### config.mk
export PLATFORM = sky130hd
export DESIGN_NAME = uart_rx_poller
export DESIGN_NICKNAME = d
export VERILOG_FILES = /design/src/rtl/uart_rx_poller.sv
export SDC_FILE = /design/constraint.sdc
export NUM_CORES = 1
export LEC_CHECK = 0
export ABC_AREA = 1
export BUFFER_PORTS_ARGS = -buffer_cell sky130_fd_sc_hd__buf_2
export CAP_MARGIN = 20
export CORE_MARGIN = 2
export CORE_UTILIZATION = 56
export CTS_BUF_LIST = sky130_fd_sc_hd__clkbuf_2
export DETAILED_ROUTE_END_ITERATION = 10
export GPL_TIMING_DRIVEN = 0
export PLACE_DENSITY = 0.83
export SYNTH_ARGS = -nofsm -noshare
export SYNTH_HDL_FRONTEND = slang
export SYNTH_SLANG_ARGS = --single-unit
### constraint.sdc
create_clock -name clk_i -period 1.95 [get_ports clk_i]
set_input_delay 0.195 -clock clk_i [delete_from_list [all_inputs] [get_ports clk_i]]
set_output_delay 0.195 -clock clk_i [all_outputs]
set_load 0.005 [all_outputs]
### src/rtl/uart_rx_poller.sv
`default_nettype none
// ============================================================================
//  Module   : uart_rx_poller
//  Purpose  : Wishbone initiator that owns a UART device and drains its
//             receive buffer without CPU help.  Each poll forces the device
//             ready, asks for the rx buffer usage (GETBUFFERUSAGE), then
//             reads exactly that many bytes from the data half and hands
//             each one to an on-chip consumer over a valid/ready stream.
//             When nothing is pending, or the status word is bad, it idles
//             POLLCYCLES cycles before polling again.
//  Ports    : clk_i/rst_i      clock, synchronous active-high reset
//             en_i             polling enable, looked at only in IDLE
//             wb_*             Wishbone initiator, one outstanding op,
//                              all request outputs registered
//             rx_stb_o/rx_dat_o/rx_rdy_i  byte stream to the consumer
//             err_o            one-cycle pulse on a bad GETBUF status
//  Revision : 1.0  initial release
// ============================================================================
module uart_rx_poller #(
  parameter  int ARCHBITSZ  = 16,
  parameter  int BASEADDR   = 0,
  parameter  int POLLCYCLES = 1000,
  localparam int ADDRBITSZ  = ARCHBITSZ - $clog2(ARCHBITSZ/8)
) (
  input  logic                   clk_i,
  input  logic                   rst_i,
  input  logic                   en_i,
  output logic                   wb_cyc_o,
  output logic                   wb_stb_o,
  output logic                   wb_we_o,
  output logic [ADDRBITSZ-1:0]   wb_addr_o,
  output logic [ARCHBITSZ/8-1:0] wb_sel_o,
  output logic [ARCHBITSZ-1:0]   wb_dat_o,
  input  logic                   wb_bsy_i,
  input  logic                   wb_ack_i,
  input  logic [ARCHBITSZ-1:0]   wb_dat_i,
  output logic                   rx_stb_o,
  output logic [7:0]             rx_dat_o,
  input  logic                   rx_rdy_i,
  output logic                   err_o
);

  localparam int UW   = ARCHBITSZ - 2;
  localparam int CW   = $clog2(POLLCYCLES + 1);
  localparam int SELW = ARCHBITSZ / 8;

  // The command half sits 8 bytes above the data half.
  localparam logic [ADDRBITSZ-1:0] CMD_ADDR = ADDRBITSZ'(BASEADDR + 64/ARCHBITSZ);
  localparam logic [ADDRBITSZ-1:0] DAT_ADDR = ADDRBITSZ'(BASEADDR);

  // Command word = {arg, cmd[1:0]}; GETBUF with arg bit0=0 selects rx usage.
  localparam logic [ARCHBITSZ-1:0] CMD_DEVRDY    = '0;
  localparam logic [ARCHBITSZ-1:0] CMD_GETBUF_RX = ARCHBITSZ'(1);

  typedef enum logic [2:0] {
    S_IDLE   = 3'd0,
    S_RDY0_W = 3'd1,
    S_GBUF_W = 3'd2,
    S_GBUF_R = 3'd3,
    S_RDY1_W = 3'd4,
    S_DAT_R  = 3'd5,
    S_OUT    = 3'd6,
    S_WAIT   = 3'd7
  } state_t;

  state_t                 state_q;
  logic                   cyc_q;
  logic                   stb_q;
  logic                   we_q;
  logic [ADDRBITSZ-1:0]   addr_q;
  logic [ARCHBITSZ-1:0]   dat_q;
  logic                   rx_stb_q;
  logic [7:0]             rx_dat_q;
  logic                   err_q;
  logic [UW-1:0]          usage_q;
  logic [CW-1:0]          cnt_q;

  // An ack only completes the op once the request has been (or is being)
  // accepted; an ack with cyc low is a leftover and is ignored.
  logic w_done;
  assign w_done = cyc_q && wb_ack_i && (!stb_q || !wb_bsy_i);

  always_ff @(posedge clk_i) begin
    if (rst_i) begin
      state_q  <= S_IDLE;
      cyc_q    <= 1'b0;
      stb_q    <= 1'b0;
      we_q     <= 1'b0;
      addr_q   <= '0;
      dat_q    <= '0;
      rx_stb_q <= 1'b0;
      rx_dat_q <= '0;
      err_q    <= 1'b0;
      usage_q  <= '0;
      cnt_q    <= '0;
    end else begin
      err_q <= 1'b0;

      // Generic bus handshake; a new op issued below overrides these drops
      // in the same edge so back-to-back ops lose no cycle.
      if (stb_q && !wb_bsy_i) begin
        stb_q <= 1'b0;
      end
      if (w_done) begin
        cyc_q <= 1'b0;
      end

      case (state_q)
        S_IDLE: begin
          if (en_i) begin
            state_q <= S_RDY0_W;
            cyc_q   <= 1'b1;
            stb_q   <= 1'b1;
            we_q    <= 1'b1;
            addr_q  <= CMD_ADDR;
            dat_q   <= CMD_DEVRDY;
          end
        end

        S_RDY0_W: begin
          if (w_done) begin
            state_q <= S_GBUF_W;
            cyc_q   <= 1'b1;
            stb_q   <= 1'b1;
            we_q    <= 1'b1;
            addr_q  <= CMD_ADDR;
            dat_q   <= CMD_GETBUF_RX;
          end
        end

        S_GBUF_W: begin
          if (w_done) begin
            state_q <= S_GBUF_R;
            cyc_q   <= 1'b1;
            stb_q   <= 1'b1;
            we_q    <= 1'b0;
            addr_q  <= CMD_ADDR;
            dat_q   <= '0;
          end
        end

        S_GBUF_R: begin
          if (w_done) begin
            // Status code 1 means the upper bits carry the usage count.
            if (wb_dat_i[1:0] == 2'd1) begin
              usage_q <= wb_dat_i[ARCHBITSZ-1:2];
            end else begin
              usage_q <= '0;
              err_q   <= 1'b1;
            end
            // The device needs a fresh DEVRDY before data reads.
            state_q <= S_RDY1_W;
            cyc_q   <= 1'b1;
            stb_q   <= 1'b1;
            we_q    <= 1'b1;
            addr_q  <= CMD_ADDR;
            dat_q   <= CMD_DEVRDY;
          end
        end

        S_RDY1_W: begin
          if (w_done) begin
            if (usage_q == '0) begin
              // The IDLE cycle is part of the back-off, so WAIT itself
              // lasts one cycle less than POLLCYCLES.
              cnt_q <= '0;
              if (POLLCYCLES == 1) begin
                state_q <= S_IDLE;
              end else begin
                state_q <= S_WAIT;
              end
            end else begin
              state_q <= S_DAT_R;
              cyc_q   <= 1'b1;
              stb_q   <= 1'b1;
              we_q    <= 1'b0;
              addr_q  <= DAT_ADDR;
              dat_q   <= '0;
            end
          end
        end

        S_DAT_R: begin
          if (w_done) begin
            rx_dat_q <= wb_dat_i[7:0];
            rx_stb_q <= 1'b1;
            state_q  <= S_OUT;
          end
        end

        S_OUT: begin
          if (rx_rdy_i) begin
            rx_stb_q <= 1'b0;
            usage_q  <= (usage_q != '0) ? usage_q - UW'(1) : '0;
            if (usage_q != UW'(1)) begin
              state_q <= S_DAT_R;
              cyc_q   <= 1'b1;
              stb_q   <= 1'b1;
              we_q    <= 1'b0;
              addr_q  <= DAT_ADDR;
              dat_q   <= '0;
            end else begin
              // Buffer drained: repoll straight away.
              state_q <= S_IDLE;
            end
          end
        end

        S_WAIT: begin
          if (int'(cnt_q) >= POLLCYCLES - 2) begin
            state_q <= S_IDLE;
          end else begin
            cnt_q <= cnt_q + CW'(1);
          end
        end

        default: begin
          state_q <= S_IDLE;
        end
      endcase
    end
  end

  assign wb_cyc_o  = cyc_q;
  assign wb_stb_o  = stb_q;
  assign wb_we_o   = we_q;
  assign wb_addr_o = addr_q;
  assign wb_dat_o  = dat_q;
  assign wb_sel_o  = {SELW{stb_q}};
  assign rx_stb_o  = rx_stb_q;
  assign rx_dat_o  = rx_dat_q;
  assign err_o     = err_q;

endmodule
`default_nettype wire
==> implementation parameters <==
Parameter                              Value

Critical path
  Launching point of the worst reg2reg path    usage_q[0]
  Data arrival time of the critical path    2.17 ns
  Path type of the worst setup path    register to register
  Reg2reg end    cnt_q[1]
  Sort of element at the start of the critical path    register
  Sort of element at the end of the critical path    register
  Register-to-register path setup slack    0.12 ns
  Worst path required time    2.29 ns
  Reg2reg path depth    11
  Crit-path max FO    10

GRT
  GRT Total Usage    24.2%
  Total overflow reported by the global router    0
  Number of global-route vias before repair    2,404
  Largest net degree at the start of global routing    12
  Wire length of the first global-routing pass    10.7 mm
  Antenna violations before repair    0

Logic synthesis
  Area fraction in and, or, nand and nor cells after synthesis    33.2%
  Mean area per synthesized cell    6.74 sq um
  Post-synthesis instance total    421
  Register bit count reported by yosys    42
  Main combinational cell family by area after synthesis    simple AND/OR/NAND/NOR gates
  Post-synthesis instance area    0.00284 sq mm
  Area share of fa/ha/maj cells after synthesis    2.20%
  Area fraction in compound gates after synthesis    15.7%
  Proportion of synthesized chip area in sequential cells    29.6%
  Count of warnings emitted by yosys    0
  XOR/XNOR share of the synthesized area    2.78%
  Yosys cell types    33
  Mux cell area share after synthesis    0%

Outcome
  Result of the run    complete, no violations

Timing
  Maximum clock frequency    0.548 GHz
  Minimum clock period    1.83 ns
  RSZ-0062 raised after global routing    no
  Headroom to the max-slew limit    55.4%
  Worst slew pin tran    0.669 ns
  Layout Skew    0.0136 ns
  Final slew viol count    0
  Summed negative setup slack over all endpoints    0 ns
  Final setup violation count    0
  Post-route fraction of the period consumed by the critical path    93.6%
  Final hold violation count    0

Routing
  Post-detailed-route count of antenna-violating nets    0
  Number of DRC violations after detailed-routing iteration 0    288
  Router iterations before antenna repair    5
  Post-detailed-route DRC marker count    0
  Final wirelength    6.55 mm
  Detailed-route vias per instance    5.07
  Wire per inst    11.7 um
  Via total after detailed routing    2,839

Min path
  Destination of the worst hold path    rx_dat_o[5]
  Min-delay worst type    input pin to register
  Startpoint of the tightest hold check path    wb_dat_i[5]
  Hold-critical path depth    3

Layout
  Final core occ    67.4%
  Fraction of final layout cells sized beyond drive strength 1    24.9%
  Number of diodes added for antenna fixing    0
  Net total in the final layout    521
  Final cell area excluding filler cells    0.00325 sq mm
  Area added between synthesis and finish    14.4%

Pwr
  Cell Pwr Density    844 mW/mm^2
  Worst supply voltage drop on vdd    0.420 mV
  Leakage power total    1.65 nW
  Total power    2.74 mW

Die
  Die boundary height    75.2 um
  Chip width    75.2 um
  Core region area    0.00482 sq mm
  Effective utilization at floorplan    58.9%
  Die Area    0.00565 sq mm
  Number of cell rows    25
  I/O pin count    68

CTS
  CTS Buf Count    5
  Buffer cell driving the clock tree root    sky130_fd_sc_hd__clkbuf_2
  H-tree levels    2
  Post-CTS Resized    0
  Worst-skew pair later-pin latency    0.41 ns
  Longest Clk Path Bufs    2
  Clock slew at reported path FFs    0.19 ns
  Setup fix buffers added after clock tree synthesis    0
  Sink count of the clock tree    42
  TritonCTS clock tree    yes
  Hold-fix buffer count after cts    0

Flow run
  Number of maximum-capacitance constraint violations    0

Placed design
  Final weighted congestion in routability-driven placement    0.951
  Estimated wirelength of the detail-placed design    4.94 mm
  Cell area after placement    0.00322 sq mm
  Number of buffer cells added on primary ports    38
cell usage after synthesis, drive strengths merged:
cell	n	area, sq um
nand3	33	175
o21bai	3	22.5
nor3	1	5.00
nor3b	2	15.0
xor2	4	35.0
inv	39	146
xnor2	5	43.8
nand4	6	37.5
dfxtp	42	841
conb	1	3.75
nand2	92	398
ha	5	62.6
a21oi	41	235
o21a	1	7.51
a31o	1	8.76
buf	41	319
nand3b	1	7.51
nor2	70	303
o211ai	2	15.0
a31oi	1	6.26
o21ai	30	150
final cells by class:
type                            instances  area, sq um
Sequential cell                        42          841
Clock buffer                            5         25.0
Timing Repair Buffer                   38          190
Buffer                                 41          319
Inverter                               39          146
Clock inverter                          1         3.75
Fill cell                             456         1570
Tap cell                               67         83.8
Multi-Input combinational cell        327         1640
layer usage:
metal	part of all wire [%]	routed length [um]	track usage, %	up-vias
met4	1.0	68	6.82	0
li1	-	-	-	1450
met5	0	0	0	-
met1	44	2870	31.8	1267
met3	8.3	542	4.28	7
met2	47	3060	40.9	115
flip-flops by register name, summed over array words and instances, names as in the netlist, 3 cells and up:
| name | cells |
|---|---|
| rx_dat_o | 8 |
| state_q | 3 |
| usage_q | 14 |
| cnt_q | 10 |
cells in the final DEF (no fill, tap or decap), types with 6 or more instances in the layout:
cell,count
sky130_fd_sc_hd__inv_2,7
sky130_fd_sc_hd__a21oi_1,33
sky130_fd_sc_hd__nand3_1,31
sky130_fd_sc_hd__conb_1,29
sky130_fd_sc_hd__nor2_1,62
sky130_fd_sc_hd__nand2_2,12
sky130_fd_sc_hd__o21ai_0,29
sky130_fd_sc_hd__nand4_1,6
sky130_fd_sc_hd__dfxtp_1,42
sky130_fd_sc_hd__buf_2,40
sky130_fd_sc_hd__a21oi_2,8
sky130_fd_sc_hd__inv_1,32
sky130_fd_sc_hd__buf_4,33
sky130_fd_sc_hd__nand2_1,77
kinds of logic (layout without fill, tap and decap cells):
logic type,count (synthesis),in the layout
AND/OR/NAND/NOR,205,205
buffers and inverters,80,124
AO/OA/AOI/OAI,79,79
flip-flops,42,42
XOR/XNOR,9,9
adder cells (fa/ha/maj),5,5
other,1,29
per-stage QoR:
step	hold WS (ns)	worst slack [ns]	cells
floorplan	0.330	0.489	449
global placement	0.442	0.259	554
detailed placement	0.452	0.190	554
CTS	0.00663	0.141	560
global route	0.00250	0.00511	560
finish	0.0277	0.124	560
power by group:
| group | internal (mW) | leakage, nW | switching, mW |
|---|---|---|---|
| logic | 0.531 | 1.29 | 0.828 |
| registers | 0.958 | 0.340 | 0.0805 |
| clock network | 0.0712 | 0.0223 | 0.271 |
| total | 1.56 | 1.65 | 1.18 |
worst max-delay path, cell delays in order (launching register included):
cell and delay (ns):
sky130_fd_sc_hd__dfxtp_1 0.38, sky130_fd_sc_hd__inv_1 0.17, sky130_fd_sc_hd__ha_1 0.20, sky130_fd_sc_hd__nand2_2 0.05, sky130_fd_sc_hd__nor2_2 0.16, sky130_fd_sc_hd__nand3_2 0.15, sky130_fd_sc_hd__inv_2 0.10, sky130_fd_sc_hd__nand2_4 0.09
sky130_fd_sc_hd__nand2_4 0.12, sky130_fd_sc_hd__buf_12 0.14, sky130_fd_sc_hd__o21ai_1 0.08, sky130_fd_sc_hd__nor2_1 0.13
worst max path at each step:
stage	startpoint	cells after the start	endpoint	slack, ns
4_1_cts	usage_q[0]	11	cnt_q[1]	0.14
5_1_grt	usage_q[0]	11	cnt_q[1]	0.005
6_report	usage_q[0]	11	cnt_q[1]	0.12
3_5_place_dp	usage_q[0]	11	usage_q[3]	0.19
2_1_floorplan	usage_q[0]	11	cnt_q[6]	0.49
3_3_place_gp	usage_q[0]	11	usage_q[3]	0.26
Note: power is estimated with default switching activity, not from simulation.
